==> src/rtl/rv_bank_rsp_merge_if.sv <==
// Bank-response merge bundle: per-bank response ports in, merged core response out.
// Latency: none, wires only.
// Backpressure: bank_rsp_ready per bank, rsp_ready from the core.
// Ports: bank_rsp_valid/data/tag/ready (per bank, packed bank-major),
//        rsp_valid/data/tag/ready (merged, tag widened by the bank index).
interface rv_bank_rsp_merge_if #(
  parameter int NUM_BANKS     = 4,
  parameter int DATA_WIDTH    = 32,
  parameter int TAG_WIDTH     = 8,
  parameter int BANK_SEL_BITS = $clog2(NUM_BANKS)
);
  logic [NUM_BANKS-1:0]              bank_rsp_valid;
  logic [NUM_BANKS*DATA_WIDTH-1:0]   bank_rsp_data;
  logic [NUM_BANKS*TAG_WIDTH-1:0]    bank_rsp_tag;
  logic [NUM_BANKS-1:0]              bank_rsp_ready;
  logic                              rsp_valid;
  logic [DATA_WIDTH-1:0]             rsp_data;
  logic [TAG_WIDTH+BANK_SEL_BITS-1:0] rsp_tag;
  logic                              rsp_ready;

  // master: the merge block itself
  modport master (
    input  bank_rsp_valid, bank_rsp_data, bank_rsp_tag, rsp_ready,
    output bank_rsp_ready, rsp_valid, rsp_data, rsp_tag
  );

  // slave: the environment (bank array plus core)
  modport slave (
    output bank_rsp_valid, bank_rsp_data, bank_rsp_tag, rsp_ready,
    input  bank_rsp_ready, rsp_valid, rsp_data, rsp_tag
  );
endinterface

==> src/rtl/rv_bank_rsp_merge.sv <==
// Merges NUM_BANKS cache bank responses into one core response stream (round-robin).
// Latency: 1 cycle from bank accept to rsp_valid; 1 response/cycle when rsp_ready=1.
// Backpressure: banks are acked only when the output register is empty or draining.
// Ports: clk, reset (sync, active-high), bus (rv_bank_rsp_merge_if.master) carrying
//        the per-bank valid/data/tag/ready ports and the merged rsp_* port.
module rv_bank_rsp_merge #(
  parameter int NUM_BANKS   = 4,
  parameter int DATA_WIDTH  = 32,
  parameter int TAG_WIDTH   = 8,
  parameter int TAG_SEL_POS = 0
) (
  input  logic clk,
  input  logic reset,
  rv_bank_rsp_merge_if.master bus
);
  localparam int BANK_SEL_BITS = $clog2(NUM_BANKS);
  localparam int OUT_TAG_W     = TAG_WIDTH + BANK_SEL_BITS;

  // Re-insert the bank index into the bank-local tag at TAG_SEL_POS. Done with
  // masks and shifts so POS=0 and POS=TAG_WIDTH need no special-case slices.
  function automatic logic [OUT_TAG_W-1:0] bits_insert(
    input logic [TAG_WIDTH-1:0]     tag,
    input logic [BANK_SEL_BITS-1:0] idx
  );
    logic [OUT_TAG_W-1:0] t_ext;
    logic [OUT_TAG_W-1:0] i_ext;
    logic [OUT_TAG_W-1:0] lo_mask;
    t_ext   = OUT_TAG_W'(tag);
    i_ext   = OUT_TAG_W'(idx);
    lo_mask = (OUT_TAG_W'(1) << TAG_SEL_POS) - OUT_TAG_W'(1);
    return ((t_ext & ~lo_mask) << BANK_SEL_BITS) | (i_ext << TAG_SEL_POS) | (t_ext & lo_mask);
  endfunction

  logic [BANK_SEL_BITS-1:0] rr_ptr;
  logic [BANK_SEL_BITS-1:0] winner;
  logic [BANK_SEL_BITS-1:0] cand;
  logic                     found;
  logic [NUM_BANKS-1:0]     grant;
  logic                     pipe_ready;
  logic                     xfer;
  logic [DATA_WIDTH-1:0]    win_data;
  logic [TAG_WIDTH-1:0]     win_tag;

  logic                     rsp_valid_q;
  logic [DATA_WIDTH-1:0]    rsp_data_q;
  logic [OUT_TAG_W-1:0]     rsp_tag_q;

  // First valid bank scanning from rr_ptr upward, wrapping modulo NUM_BANKS.
  always_comb begin
    grant  = '0;
    winner = '0;
    cand   = '0;
    found  = 1'b0;
    for (int off = 0; off < NUM_BANKS; off++) begin
      cand = BANK_SEL_BITS'((int'(rr_ptr) + off) % NUM_BANKS);
      if (!found && bus.bank_rsp_valid[cand]) begin
        found  = 1'b1;
        winner = cand;
      end
    end
    if (found) grant[winner] = 1'b1;
  end

  assign win_data = bus.bank_rsp_data[int'(winner)*DATA_WIDTH +: DATA_WIDTH];
  assign win_tag  = bus.bank_rsp_tag[int'(winner)*TAG_WIDTH +: TAG_WIDTH];

  // Reset suppresses every ack so a response presented during reset is not lost.
  assign pipe_ready         = !rsp_valid_q || bus.rsp_ready;
  assign bus.bank_rsp_ready = (pipe_ready && !reset) ? grant : '0;
  assign xfer               = found && pipe_ready && !reset;

  always_ff @(posedge clk) begin
    if (reset) begin
      rr_ptr      <= '0;
      rsp_valid_q <= 1'b0;
      rsp_data_q  <= '0;
      rsp_tag_q   <= '0;
    end else if (xfer) begin
      // Priority rotates only on an actual transfer, never on a stall.
      rr_ptr      <= BANK_SEL_BITS'((int'(winner) + 1) % NUM_BANKS);
      rsp_valid_q <= 1'b1;
      rsp_data_q  <= win_data;
      rsp_tag_q   <= bits_insert(win_tag, winner);
    end else if (bus.rsp_ready) begin
      rsp_valid_q <= 1'b0;
    end
  end

  assign bus.rsp_valid = rsp_valid_q;
  assign bus.rsp_data  = rsp_data_q;
  assign bus.rsp_tag   = rsp_tag_q;
endmodule
==> src/flat_wrapper.sv <==
// flat-port wrapper written by rule: the top's interface ports become plain ports
module rv_bank_rsp_merge_flat 
#(
  parameter int NUM_BANKS   = 4,
  parameter int DATA_WIDTH  = 32,
  parameter int TAG_WIDTH   = 8,
  parameter int TAG_SEL_POS = 0
)
  (clk, reset, bus_bank_rsp_valid, bus_bank_rsp_data, bus_bank_rsp_tag, bus_rsp_ready, bus_bank_rsp_ready, bus_rsp_valid, bus_rsp_data, bus_rsp_tag);
  rv_bank_rsp_merge_if #(.NUM_BANKS(NUM_BANKS), .DATA_WIDTH(DATA_WIDTH), .TAG_WIDTH(TAG_WIDTH)) bus_i ();
  input  logic clk;
  input  logic reset;
  input wire logic [$bits(bus_i.bank_rsp_valid)-1:0] bus_bank_rsp_valid;
  input wire logic [$bits(bus_i.bank_rsp_data)-1:0] bus_bank_rsp_data;
  input wire logic [$bits(bus_i.bank_rsp_tag)-1:0] bus_bank_rsp_tag;
  input wire logic [$bits(bus_i.rsp_ready)-1:0] bus_rsp_ready;
  output wire logic [$bits(bus_i.bank_rsp_ready)-1:0] bus_bank_rsp_ready;
  output wire logic [$bits(bus_i.rsp_valid)-1:0] bus_rsp_valid;
  output wire logic [$bits(bus_i.rsp_data)-1:0] bus_rsp_data;
  output wire logic [$bits(bus_i.rsp_tag)-1:0] bus_rsp_tag;
  assign bus_i.bank_rsp_valid = bus_bank_rsp_valid;
  assign bus_i.bank_rsp_data = bus_bank_rsp_data;
  assign bus_i.bank_rsp_tag = bus_bank_rsp_tag;
  assign bus_i.rsp_ready = bus_rsp_ready;
  assign bus_bank_rsp_ready = bus_i.bank_rsp_ready;
  assign bus_rsp_valid = bus_i.rsp_valid;
  assign bus_rsp_data = bus_i.rsp_data;
  assign bus_rsp_tag = bus_i.rsp_tag;
  rv_bank_rsp_merge #(.NUM_BANKS(NUM_BANKS), .DATA_WIDTH(DATA_WIDTH), .TAG_WIDTH(TAG_WIDTH), .TAG_SEL_POS(TAG_SEL_POS)) u_core (.clk(clk), .reset(reset), .bus(bus_i));
endmodule
==> config.mk <==
export PLATFORM = sky130hd
export DESIGN_NAME = rv_bank_rsp_merge_flat
export DESIGN_NICKNAME = d
export VERILOG_FILES = /design/src/rtl/rv_bank_rsp_merge_if.sv /design/src/rtl/rv_bank_rsp_merge.sv /design/src/flat_wrapper.sv
export SDC_FILE = /design/constraint.sdc
export NUM_CORES = 1
export LEC_CHECK = 0
export BUFFER_PORTS_ARGS = -buffer_cell sky130_fd_sc_hd__buf_2
export CAP_MARGIN = 20
export CORE_MARGIN = 3
export CORE_UTILIZATION = 37
export CTS_CLUSTER_DIAMETER = 60
export DETAILED_ROUTE_END_ITERATION = 16
export GPL_ROUTABILITY_DRIVEN = 0
export PLACE_DENSITY = 0.84
export RECOVER_POWER = 50
export SYNTH_ARGS = -nofsm -noshare
export SYNTH_HDL_FRONTEND = slang
export SYNTH_SLANG_ARGS = --single-unit
==> constraint.sdc <==
create_clock -name clk -period 1.8 [get_ports clk]
set_clock_uncertainty 0.2 [all_clocks]
set_input_delay 0.18 -clock clk [delete_from_list [all_inputs] [get_ports clk]]
set_output_delay 0.18 -clock clk [all_outputs]
set_load 0.05 [all_outputs]
==> summary.txt, run 1 <==
Outcome
  – Violated checks: setup timing
  – Run status: finished with violations

Floorplanning
  – Initial Util: 0.387
  – Core Box Area: around 7400 sq um
  – Core Rows: 31
  – Die H: around 94 um
  – IO Pins: 214
  – Die ar.: ~8800 sq um
  – Die width: roughly 94 um

Finish
  – Area grow syn2layout: 67.5%
  – Layout Cells excl Fill: roughly 620
  – Fillers: 583
  – Register Area: between 900 and 1000 sq um
  – Area taken by multi-input logic gates: between 1500 and 2000 sq um
  – Share of layout cells above drive strength 1: 0.532
  – ANT cells: 0
  – Final Net Count: 689

STA
  – Tmin final: roughly 2.2 ns
  – Max Fclk: roughly 450 MHz
  – Finish-stage setup viols: 45
  – Max Slew Vio Count: 0
  – Setup ws final: -0.423 ns
  – Post-route clock period utilization: 1.24
  – Max_slew headroom: 0.588
  – RSZ-0062 raised after global routing: yes
  – Setup_tns: -13.31 ns
  – Final Hold Vio Count: 0
  – Worst-margin pin slew: around 0.62 ns

Routing
  – DRC violations left: 0
  – Routed length per placed instance: between 15 and 20 um
  – Initial DRT Pass Iterations: 4
  – Vias per inst: between 5 and 6
  – Vias: about 3.1k
  – Routed Antenna Nets: 0
  – 1st-iter DRT viols: 51
  – Total wire length: 10.1 mm

GRT
  – Largest net degree at the start of global routing: ~40
  – GRT Residual Overflow: 0
  – Number of global-route vias before repair: 3361
  – Initial antenna violation count: 0
  – GRT Total Usage: 0.218
  – First-pass GRT wire length: 15.2 mm

Yosys
  – Post-synth top cells: mux2i_1, dfxtp_1, nand2_1, o221ai_2, buf_6
  – Ys Warns: 0
  – Gate Count Post-Synth: ~260
  – Post-Syn Area per Cell: approximately 11 sq um
  – FF+latch count, synth: 45
  – Syn nets: between 400 and 500
  – Area of the mapped netlist: about 2800 sq um
  – Synth area leaders: dfxtp_1, mux2i_1, o221ai_2, nand2_1, buf_6
  – Seq/Total Area, Yosys: 0.316
  – Ys flop type: dfxtp_1
  – Cell variety after synth: 22
  – Post-synth top area share: 0.316
  – Cell with the most instances after synthesis: mux2i_1
  – EDFF count, synth: 0
  – Cell taking the most area after synthesis: dfxtp_1
  – Post-synth ARST share: 0

CTS
  – Root buffer selected by CTS: clkbuf_8
  – Skew-Pair Late Insertion Delay: a little under 0.3 ns
  – Htree depth: 2
  – CTS buffer count: 5
  – CTS tree: yes
  – CTS Buffer Depth: 2
  – CTS clk-pin slew, worst paths: around 0.080 ns
  – CTS sink cnt: 45

Critical path
  – Crit path launch type: flop
  – Required time of the worst setup path: between 1 and 1.5 ns
  – Crit-path max cell delay: slightly above 0.4 ns
  – CP cell instances: nand2b_4, a21oi_4, a311oi_2, buf_4, or3b_4, nor2_4, buf_8
  – Worst Setup End Kind: output pin
  – Slowest CP cell: or3b_4
  – CP arrival: about 1.8 ns
  – CP max FO: 4
  – Setup CP Type: flop to output pin

Pwr
  – Static Leak: 2.23 nW
  – Peak VDD IR: between 400 and 500 uV
  – Pwr dens: about 860 nW/um^2

Placed design
  – HPWL Detailed: between 6 and 7 mm
  – I/O Buffers: 213
  – Placed cells: between 500 and 600

Job
  – MaxCap Viol Count: 0

Hold path
  – Worst Hold Class: primary input to flop
-- final cells by class --
| type | instances | area share |
|---|---|---|
| Clock inverter | 3 | 0.0136 |
| Inverter | 4 | 0.00315 |
| Tap cell | 99 | 0.0260 |
| Clock buffer | 5 | 0.0144 |
| Multi-Input combinational cell | 189 | 0.380 |
| Sequential cell | 45 | 0.190 |
| Timing Repair Buffer | 277 | 0.373 |
-- sequential cells by signal, indices dropped and copies added (netlist names) --
register	cells
u_core.bus.rsp_data	32
u_core.rr_ptr	2
u_core.bus.rsp_valid	1
u_core.bus.rsp_tag	10
-- kinds of logic after synthesis --
logic type,share of synthesized area
AO/OA/AOI/OAI,0.227
XOR/XNOR,0.00307
buffers and inverters,0.0817
flip-flops,0.316
multiplexers,0.292
AND/OR/NAND/NOR,0.0799
-- per-layer routing --
layer / GRT usage / part of all wire
met1: 0.212 / 0.35
met2: 0.438 / 0.54
met3: 0.0529 / 0.094
met4: 0.0770 / 0.020
met5: 0 / 0
-- power by group --
part,switching [mW],internal (mW)
clock network,0.343,0.552
registers,0.0871,1.15
logic,1.18,0.785
total,1.61,2.49
-- per-stage QoR --
stage                     utilization  cell area (sq um)  setup WS (ns)  total power, mW  hold WS (ns)
after floorplan                     -               2900         -0.219             2.59        0.0417
after global placement          0.560               4130         -0.194             3.03         0.238
after detailed placement        0.560               4130         -0.319             3.08         0.241
after CTS                       0.649               4790         -0.394             4.13      0.000199
after global routing            0.648               4770         -0.485             4.30       0.00495
final                           0.648               4770         -0.423             4.10       0.00493
-- path summary, 6_finish.rpt --
path / startpoint / slack (ns) / end / cells after the start
worst min-delay path: bus_bank_rsp_data[44] / 0.005 / u_core.bus.rsp_data[12] / 3
worst max-delay path: u_core.rr_ptr[1] / -0.42 / bus_bank_rsp_ready[2] / 7
worst min register to register: u_core.bus.rsp_data[22] / 0.26 / u_core.bus.rsp_data[22] / 2
worst max register to register: u_core.rr_ptr[1] / -0.37 / u_core.bus.rsp_data[9] / 8
-- layout by cell type, fill, tap and decap left out --
| cell type | count |
|---|---|
| buf_2 | 186 |
| dfxtp_4 | 1 |
| or3b_4 | 1 |
| dfxtp_2 | 1 |
| nor4_1 | 1 |
| a211oi_2 | 1 |
| a311oi_2 | 1 |
| a21oi_4 | 2 |
| clkinv_2 | 1 |
| buf_8 | 2 |
| nand2b_4 | 1 |
| mux2i_1 | 83 |
| buf_4 | 18 |
| o2bb2a_4 | 1 |
| o221ai_2 | 37 |
| bufinv_16 | 2 |
| o21ai_1 | 1 |
| xnor2_2 | 1 |
| bufbuf_16 | 2 |
| nor2_1 | 4 |
| nand3b_4 | 1 |
| clkbuf_1 | 23 |
| nand2_1 | 43 |
| buf_12 | 7 |
| nor2_4 | 5 |
| dlygate4sd3_1 | 37 |
| buf_6 | 2 |
| a21oi_1 | 3 |
| dfxtp_1 | 43 |
| clkbuf_8 | 5 |
| o221ai_1 | 3 |
| inv_1 | 4 |
-- critical path: cells and delay by family, from the launching register on --
family	cells	cell delay, ns
AND/OR/NAND/NOR	3	0.67
AO/OA/AOI/OAI	2	0.20
buffers and inverters	2	0.31
flip-flops	1	0.37
-- repair_timing --
action | CTS | global route
setup buffers | 3 | 1
hold buffers | 37 | 0
hold endpoints to repair | 27 | 0
pin swaps | 4 | 2
resized for setup | 18 | 5
cloned | 2 | 0
endpoints found under the setup margin | 45 | 46
(Power assumes the default switching activity.)
==> run 2: changes to the inputs <==
--- a/config.mk
+++ b/config.mk
@@ -8,11 +8,11 @@
 export BUFFER_PORTS_ARGS = -buffer_cell sky130_fd_sc_hd__buf_2
 export CAP_MARGIN = 20
 export CORE_MARGIN = 3
-export CORE_UTILIZATION = 37
+export CORE_UTILIZATION = 31
 export CTS_CLUSTER_DIAMETER = 60
 export DETAILED_ROUTE_END_ITERATION = 16
 export GPL_ROUTABILITY_DRIVEN = 0
-export PLACE_DENSITY = 0.84
+export PLACE_DENSITY_LB_ADDON = 0.15
 export RECOVER_POWER = 50
 export SYNTH_ARGS = -nofsm -noshare
 export SYNTH_HDL_FRONTEND = slang
==> summary.txt, run 2 (synthesized netlist as in run 1, its figures left out) <==
Critical path
  – Crit path to: bus_bank_rsp_ready[1]
  – Crit path launch type: flop
  – Required time of the worst setup path: 1.42 ns (about the same)
  – Critical R2R Capture: u_core.bus.rsp_data[23]
  – Reg2reg start: u_core.rr_ptr[1]
  – Worst Setup End Kind: output pin
  – R2R cell count: 7 (-1)
  – R2r setup slk: -0.27 ns (+0.10 ns)
  – CP max FO: 5 (+1)
  – CP startpoint: u_core.rr_ptr[1]
  – CP arrival: 1.77 ns (-0.07 ns)
  – Setup CP Type: flop to output pin

Routing
  – Routed length per placed instance: 15.4 um (-5.2%)
  – DRC violations left: 0 (unchanged)
  – Initial DRT Pass Iterations: 4 (unchanged)
  – Total wire length: 9.75 mm (-3.5%)
  – 1st-iter DRT viols: 28 (-45%)
  – Vias per inst: 4.77 (-5.3%)
  – Routed Antenna Nets: 0 (unchanged)
  – Vias: 3019 (-3.6%)

STA
  – Final Hold Vio Count: 0 (unchanged)
  – Finish-stage setup viols: 47 (+4.4%)
  – Max_slew headroom: 0.576 (-0.0123)
  – Worst-margin pin slew: 0.639 ns (+0.0185 ns)
  – Setup ws final: -0.351 ns (+0.0724 ns)
  – Tmin final: 2.15 ns (-0.0724 ns)
  – Hold slack: 0.00708 ns (+0.00215 ns)
  – RSZ-0062 raised after global routing: yes
  – Max Fclk: 465 MHz (+3.4%)
  – Setup_tns: -11.43 ns (+1.87 ns)
  – Max Slew Vio Count: 0 (unchanged)
  – Post-route clock period utilization: 1.19 (-0.0402)

GRT
  – GRT Residual Overflow: 0 (unchanged)
  – Initial antenna violation count: 0 (unchanged)
  – Number of global-route vias before repair: 2999 (-11%)
  – Most Used Layer, Global Route: met2
  – Largest net degree at the start of global routing: 42 (+2.4%)
  – Routing usage on met3: 0.0512 (-0.00169)
  – GRT Total Usage: 0.172 (-0.0465)
  – First-pass GRT wire length: 14.1 mm (-6.9%)
  – M1 GR Usage: 0.196 (-0.0152)
  – Met2 GRT Util: 0.314 (-0.124)

Finish
  – ANT cells: 0 (unchanged)
  – Most frequent cells in the layout: buf_2, mux2i_1, nand2_1, dfxtp_1, o221ai_2
  – Fillers: 812 (+39%)
  – Largest register FFs: 32 (unchanged)
  – Share of layout cells above drive strength 1: 0.581 (+0.0494)
  – Layout Cells excl Fill: 633 (+1.8%)
  – Most common cell after layout, fill and taps aside: buf_2
  – Area grow syn2layout: 71.0%
  – Final Net Count: 691 (+0.29%)

Floorplanning
  – IO Pins: 214 (unchanged)
  – Die width: 102 um (+8.7%)
  – Die H: 102 um (+8.7%)
  – Core Rows: 34 (+9.7%)
  – Initial Util: 0.324 (-0.0631)
  – Core Box Area: 8810 sq um (+19%)
  – Die ar.: 10400 sq um (+18%)

Placed design
  – I/O Buffers: 213 (unchanged)
  – Placed cells: 589 (+2.8%)
  – HPWL Detailed: 6.95 mm (-0.60%)

CTS
  – CTS Buffer Depth: 2 (unchanged)
  – CTS buffer count: 5 (unchanged)
  – Skew-Pair Late Insertion Delay: 0.29 ns (about the same)
  – CTS clk-pin slew, worst paths: 0.08 ns (about the same)
  – Htree depth: 2 (unchanged)
  – Root buffer selected by CTS: clkbuf_8
  – CTS tree: yes
  – CTS sink cnt: 45 (unchanged)

Pwr
  – Static Leak: 2.24 nW (+0.25%)
  – Tot Pwr: 3.94 mW (-4.0%)
  – Pwr dens: 809 nW/um^2 (-5.9%)
  – Peak VDD IR: 380 uV (-8.3%)

Hold path
  – Worst Hold Class: primary input to flop

Outcome
  – Run status: finished with violations
  – Violated checks: setup timing

Job
  – MaxCap Viol Count: 0 (unchanged)
[run 2: worst min path at each step]
stage / from / endpoint / slack [ns] / depth (start not counted)
2_1_floorplan: reset / u_core.bus.rsp_valid / 0.04 / 1
3_3_place_gp: u_core.bus.rsp_data[15] / u_core.bus.rsp_data[15] / 0.24 / 2
3_5_place_dp: u_core.bus.rsp_data[19] / u_core.bus.rsp_data[19] / 0.24 / 2
4_1_cts: bus_bank_rsp_data[53] / u_core.bus.rsp_data[21] / 0.00007 / 3
5_1_grt: bus_bank_rsp_data[83] / u_core.bus.rsp_data[19] / 0.007 / 3
6_report: bus_bank_rsp_tag[7] / u_core.bus.rsp_tag[9] / 0.007 / 3
[run 2: what timing repair did]
item	4_1_cts	5_1_grt
resized for setup	37	11
pin swaps	3	7
hold endpoints to repair	17	0
gates cloned	2	3
hold buffers	25	0
endpoints found under the setup margin	46	47
buffers inserted	5	3
[run 2: cell type report]
type	count	area (sq um)	share of cell area
clock buffer	8	80.1	0.0164
multi-input combinational	189	1870	0.384
sequential	45	903	0.185
inverter	4	18.8	0.00385
tap	108	135	0.0277
timing repair buffer	279	1860	0.383
[run 2: per-stage QoR]
stage | setup slack (ns) | utilization | cell area [sq um]
floorplan | -0.219 | - | 2900
global placement | -0.274 | 0.479 | 4210
detailed placement | -0.325 | 0.479 | 4210
CTS | -0.329 | 0.544 | 4790
global route | -0.441 | 0.553 | 4870
finish | -0.351 | 0.553 | 4870
[run 2: where the power goes]
| part | switching (mW) | internal, mW | total [mW] |
|---|---|---|---|
| Clock | 0.313 | 0.276 | 0.590 |
| Sequential | 0.0827 | 1.15 | 1.24 |
| Combinational | 1.23 | 0.889 | 2.11 |
[run 2: worst max-delay path, cell delays in order (launching register included)]
cell and delay (ns):
dfxtp_2 0.36, mux2i_1 0.21, nor2_2 0.07, a311oi_4 0.38
nand3b_4 0.17, nor2_4 0.13, buf_8 0.15
[run 2: layer usage]
metal,part of all wire,routed length (um),up-vias
li1,-,-,1514
met1,0.39,3780,1348
met2,0.49,4820,151
met3,0.11,1050,6
met4,0.0087,85,0
met5,0,0,-
==> run 3: changes to the inputs <==
--- a/config.mk
+++ b/config.mk
@@ -12,7 +12,7 @@
 export CTS_CLUSTER_DIAMETER = 60
 export DETAILED_ROUTE_END_ITERATION = 16
 export GPL_ROUTABILITY_DRIVEN = 0
-export PLACE_DENSITY_LB_ADDON = 0.15
+export PLACE_DENSITY = 0.66
 export RECOVER_POWER = 50
 export SYNTH_ARGS = -nofsm -noshare
 export SYNTH_HDL_FRONTEND = slang
==> summary.txt, run 3 (synthesized netlist as in run 1, its figures left out) <==
STA
  – Max Fclk: 467 MHz (+0.45%)
  – Setup_tns: -9.13 ns (+2.30 ns)
  – Worst-margin pin slew: 0.626 ns (-0.0130 ns)
  – Post-route clock period utilization: 1.19 (-0.00534)
  – RSZ-0062 raised after global routing: yes
  – Hold slack: -0.00447 ns (-0.0115 ns)
  – Setup ws final: -0.341 ns (+0.00962 ns)
  – Final Hold Vio Count: 1 (+1)
  – Max_slew headroom: 0.585 (+0.00865)
  – Finish-stage setup viols: 44 (-6.4%)
  – Max Slew Vio Count: 0 (unchanged)
  – Tmin final: 2.14 ns (-0.00962 ns)

Critical path
  – CP cell instances: mux2i_1, nor2_1, a311oi_2, buf_4, nand3b_4, nor2_4, buf_6
  – Crit-path max cell delay: 0.38 ns (about the same)
  – Worst Setup End Kind: output pin
  – Required time of the worst setup path: 1.42 ns (about the same)
  – Crit path launch type: flop
  – Setup CP Type: flop to output pin
  – Slowest CP cell: dfxtp_4
  – CP arrival: 1.76 ns (about the same)
  – CP max FO: 5 (unchanged)

GRT
  – Number of global-route vias before repair: 3110 (+3.7%)
  – GRT Total Usage: 0.176 (+0.00428)
  – Initial antenna violation count: 0 (unchanged)
  – First-pass GRT wire length: 14.4 mm (+2.1%)
  – Largest net degree at the start of global routing: 25 (-40%)
  – GRT Residual Overflow: 0 (unchanged)

Finish
  – Final Net Count: 697 (+0.87%)
  – Most common cell after layout, fill and taps aside: buf_2
  – Share of layout cells above drive strength 1: 0.555 (-0.0262)
  – Fillers: 801 (-1.4%)
  – Final Util: 0.564 (+0.0104)
  – Largest register FFs: 32 (unchanged)
  – Register Area: 906 sq um (+0.28%)
  – Area taken by multi-input logic gates: 1850 sq um (-1.1%)
  – ANT cells: 0 (unchanged)
  – Most frequent cells in the layout: buf_2, mux2i_1, nand2_1, dfxtp_1, o221ai_2
  – Area grow syn2layout: 74.2%

Placed design
  – HPWL Detailed: 6.91 mm (-0.55%)
  – I/O Buffers: 213 (unchanged)
  – Pre-CTS setup slack: -0.213 ns (+0.113 ns)

Outcome
  – Run status: finished with violations
  – Violated checks: hold timing, setup timing

Pwr
  – Sw frac: 0.413 (+0.00171)
  – Share of power burned in registers: 0.313 (about the same)
  – Pwr dens: 796 nW/um^2 (-1.6%)
  – Clock power frac: 0.163 (+0.013)
  – Peak VDD IR: 386 uV (+1.7%)
  – Net switching power: 1.63 mW (+0.69%)
  – Static Leak: 2.30 nW (+2.8%)
  – Tot Pwr: 3.95 mW (+0.28%)
  – Internal cell power: 2.32 mW (about the same)
  – Logic pwr share: 0.524 (-0.013)

Floorplanning
  – Core Rows: 34 (unchanged)
  – IO Pins: 214 (unchanged)
  – Die ar.: 10400 sq um (unchanged)
  – Die width: 102 um (unchanged)
  – Core Box Area: 8810 sq um (unchanged)
  – Initial Util: 0.324 (unchanged)
  – Die H: 102 um (unchanged)

Routing
  – Total wire length: 10.1 mm (+3.5%)
  – Initial DRT Pass Iterations: 4 (unchanged)
  – DRC violations left: 0 (unchanged)
  – Vias: 3069 (+1.7%)
  – 1st-iter DRT viols: 49 (+75%)
  – Routed Antenna Nets: 0 (unchanged)
  – Routed length per placed instance: 15.8 um (+2.7%)
  – Vias per inst: 4.81 (+0.86%)

CTS
  – Skew-Pair Late Insertion Delay: 0.30 ns (about the same)
  – CTS tree: yes
  – CTS clk-pin slew, worst paths: 0.09 ns (about the same)
  – CTS sink cnt: 45 (unchanged)
  – Root buffer selected by CTS: clkbuf_8
  – CTS Buffer Depth: 2 (unchanged)
  – Htree depth: 2 (unchanged)
  – CTS buffer count: 5 (unchanged)

Hold path
  – Worst Hold Class: primary input to flop

Job
  – MaxCap Viol Count: 0 (unchanged)
run 3: changes by cell type in the layout (fill, tap and decap cells not counted), moves of 2 or more:
cell           delta
buf_12            +2
buf_4             -3
buf_6             -2
clkbuf_1          -2
clkbuf_16         +3
dlygate4sd3_1     +8
mux2i_1           +9
mux2i_2           -9
o221ai_1          -3
o221ai_4          +2
run 3: metal layers:
metal / global-route usage / vias up / part of all wire
met4: 0.0515 / 0 / 0.015
met1: 0.187 / 1390 / 0.38
met5: 0 / - / 0
met3: 0.0362 / 12 / 0.069
met2: 0.347 / 137 / 0.54
li1: - / 1530 / -
run 3: critical path: cells and delay by family (launching register included):
family / cells / cell delay [ns]
DFF: 1 / 0.38
AOI/OAI and AO/OA: 1 / 0.22
and+or+nand+nor: 3 / 0.32
muxes: 1 / 0.19
buffers and inverters: 2 / 0.34
run 3: area by class of cell:
cell class	instances	share of cell area
Clock buffer	7	0.0174
Inverter	4	0.00302
Multi-Input combinational cell	189	0.373
Sequential cell	45	0.183
Timing Repair Buffer	285	0.397
Tap cell	108	0.0272
run 3: power by group through the flow:
stage | Clock, mW | Sequential (mW) | Combinational [mW]
detailed placement | 0 | 1.25 | 1.83
global route | 0.705 | 1.26 | 2.19
global placement | 0 | 1.25 | 1.80
CTS | 0.662 | 1.23 | 1.98
floorplan | 0 | 1.77 | 0.822
finish | 0.644 | 1.24 | 2.07
run 3: timing repair:
action | CTS | global route
setup buffers | 5 | 3
resized for setup | 14 | 18
hold buffers | 33 | 0
setup endpoints to repair | 45 | 46
gates cloned | 2 | 6
endpoints found under the hold margin | 14 | 0
pin swaps | 4 | 35
run 3: worst paths after layout:
path | from | endpoint | slack (ns) | cells after the start
setup / recovery | u_core.rr_ptr[1] | bus_bank_rsp_ready[1] | -0.34 | 7
hold / removal | bus_bank_rsp_data[75] | u_core.bus.rsp_data[11] | -0.004 | 3
setup reg to reg | u_core.rr_ptr[1] | u_core.bus.rsp_data[14] | -0.29 | 9
hold reg to reg | u_core.bus.rsp_data[29] | u_core.bus.rsp_data[29] | 0.27 | 2
run 3: metrics by stage:
step,instance area (sq um),cells
after global routing,4960,638
after global placement,4170,583
after detailed placement,4170,583
final,4960,638
after CTS,4750,630
after floorplan,2900,261
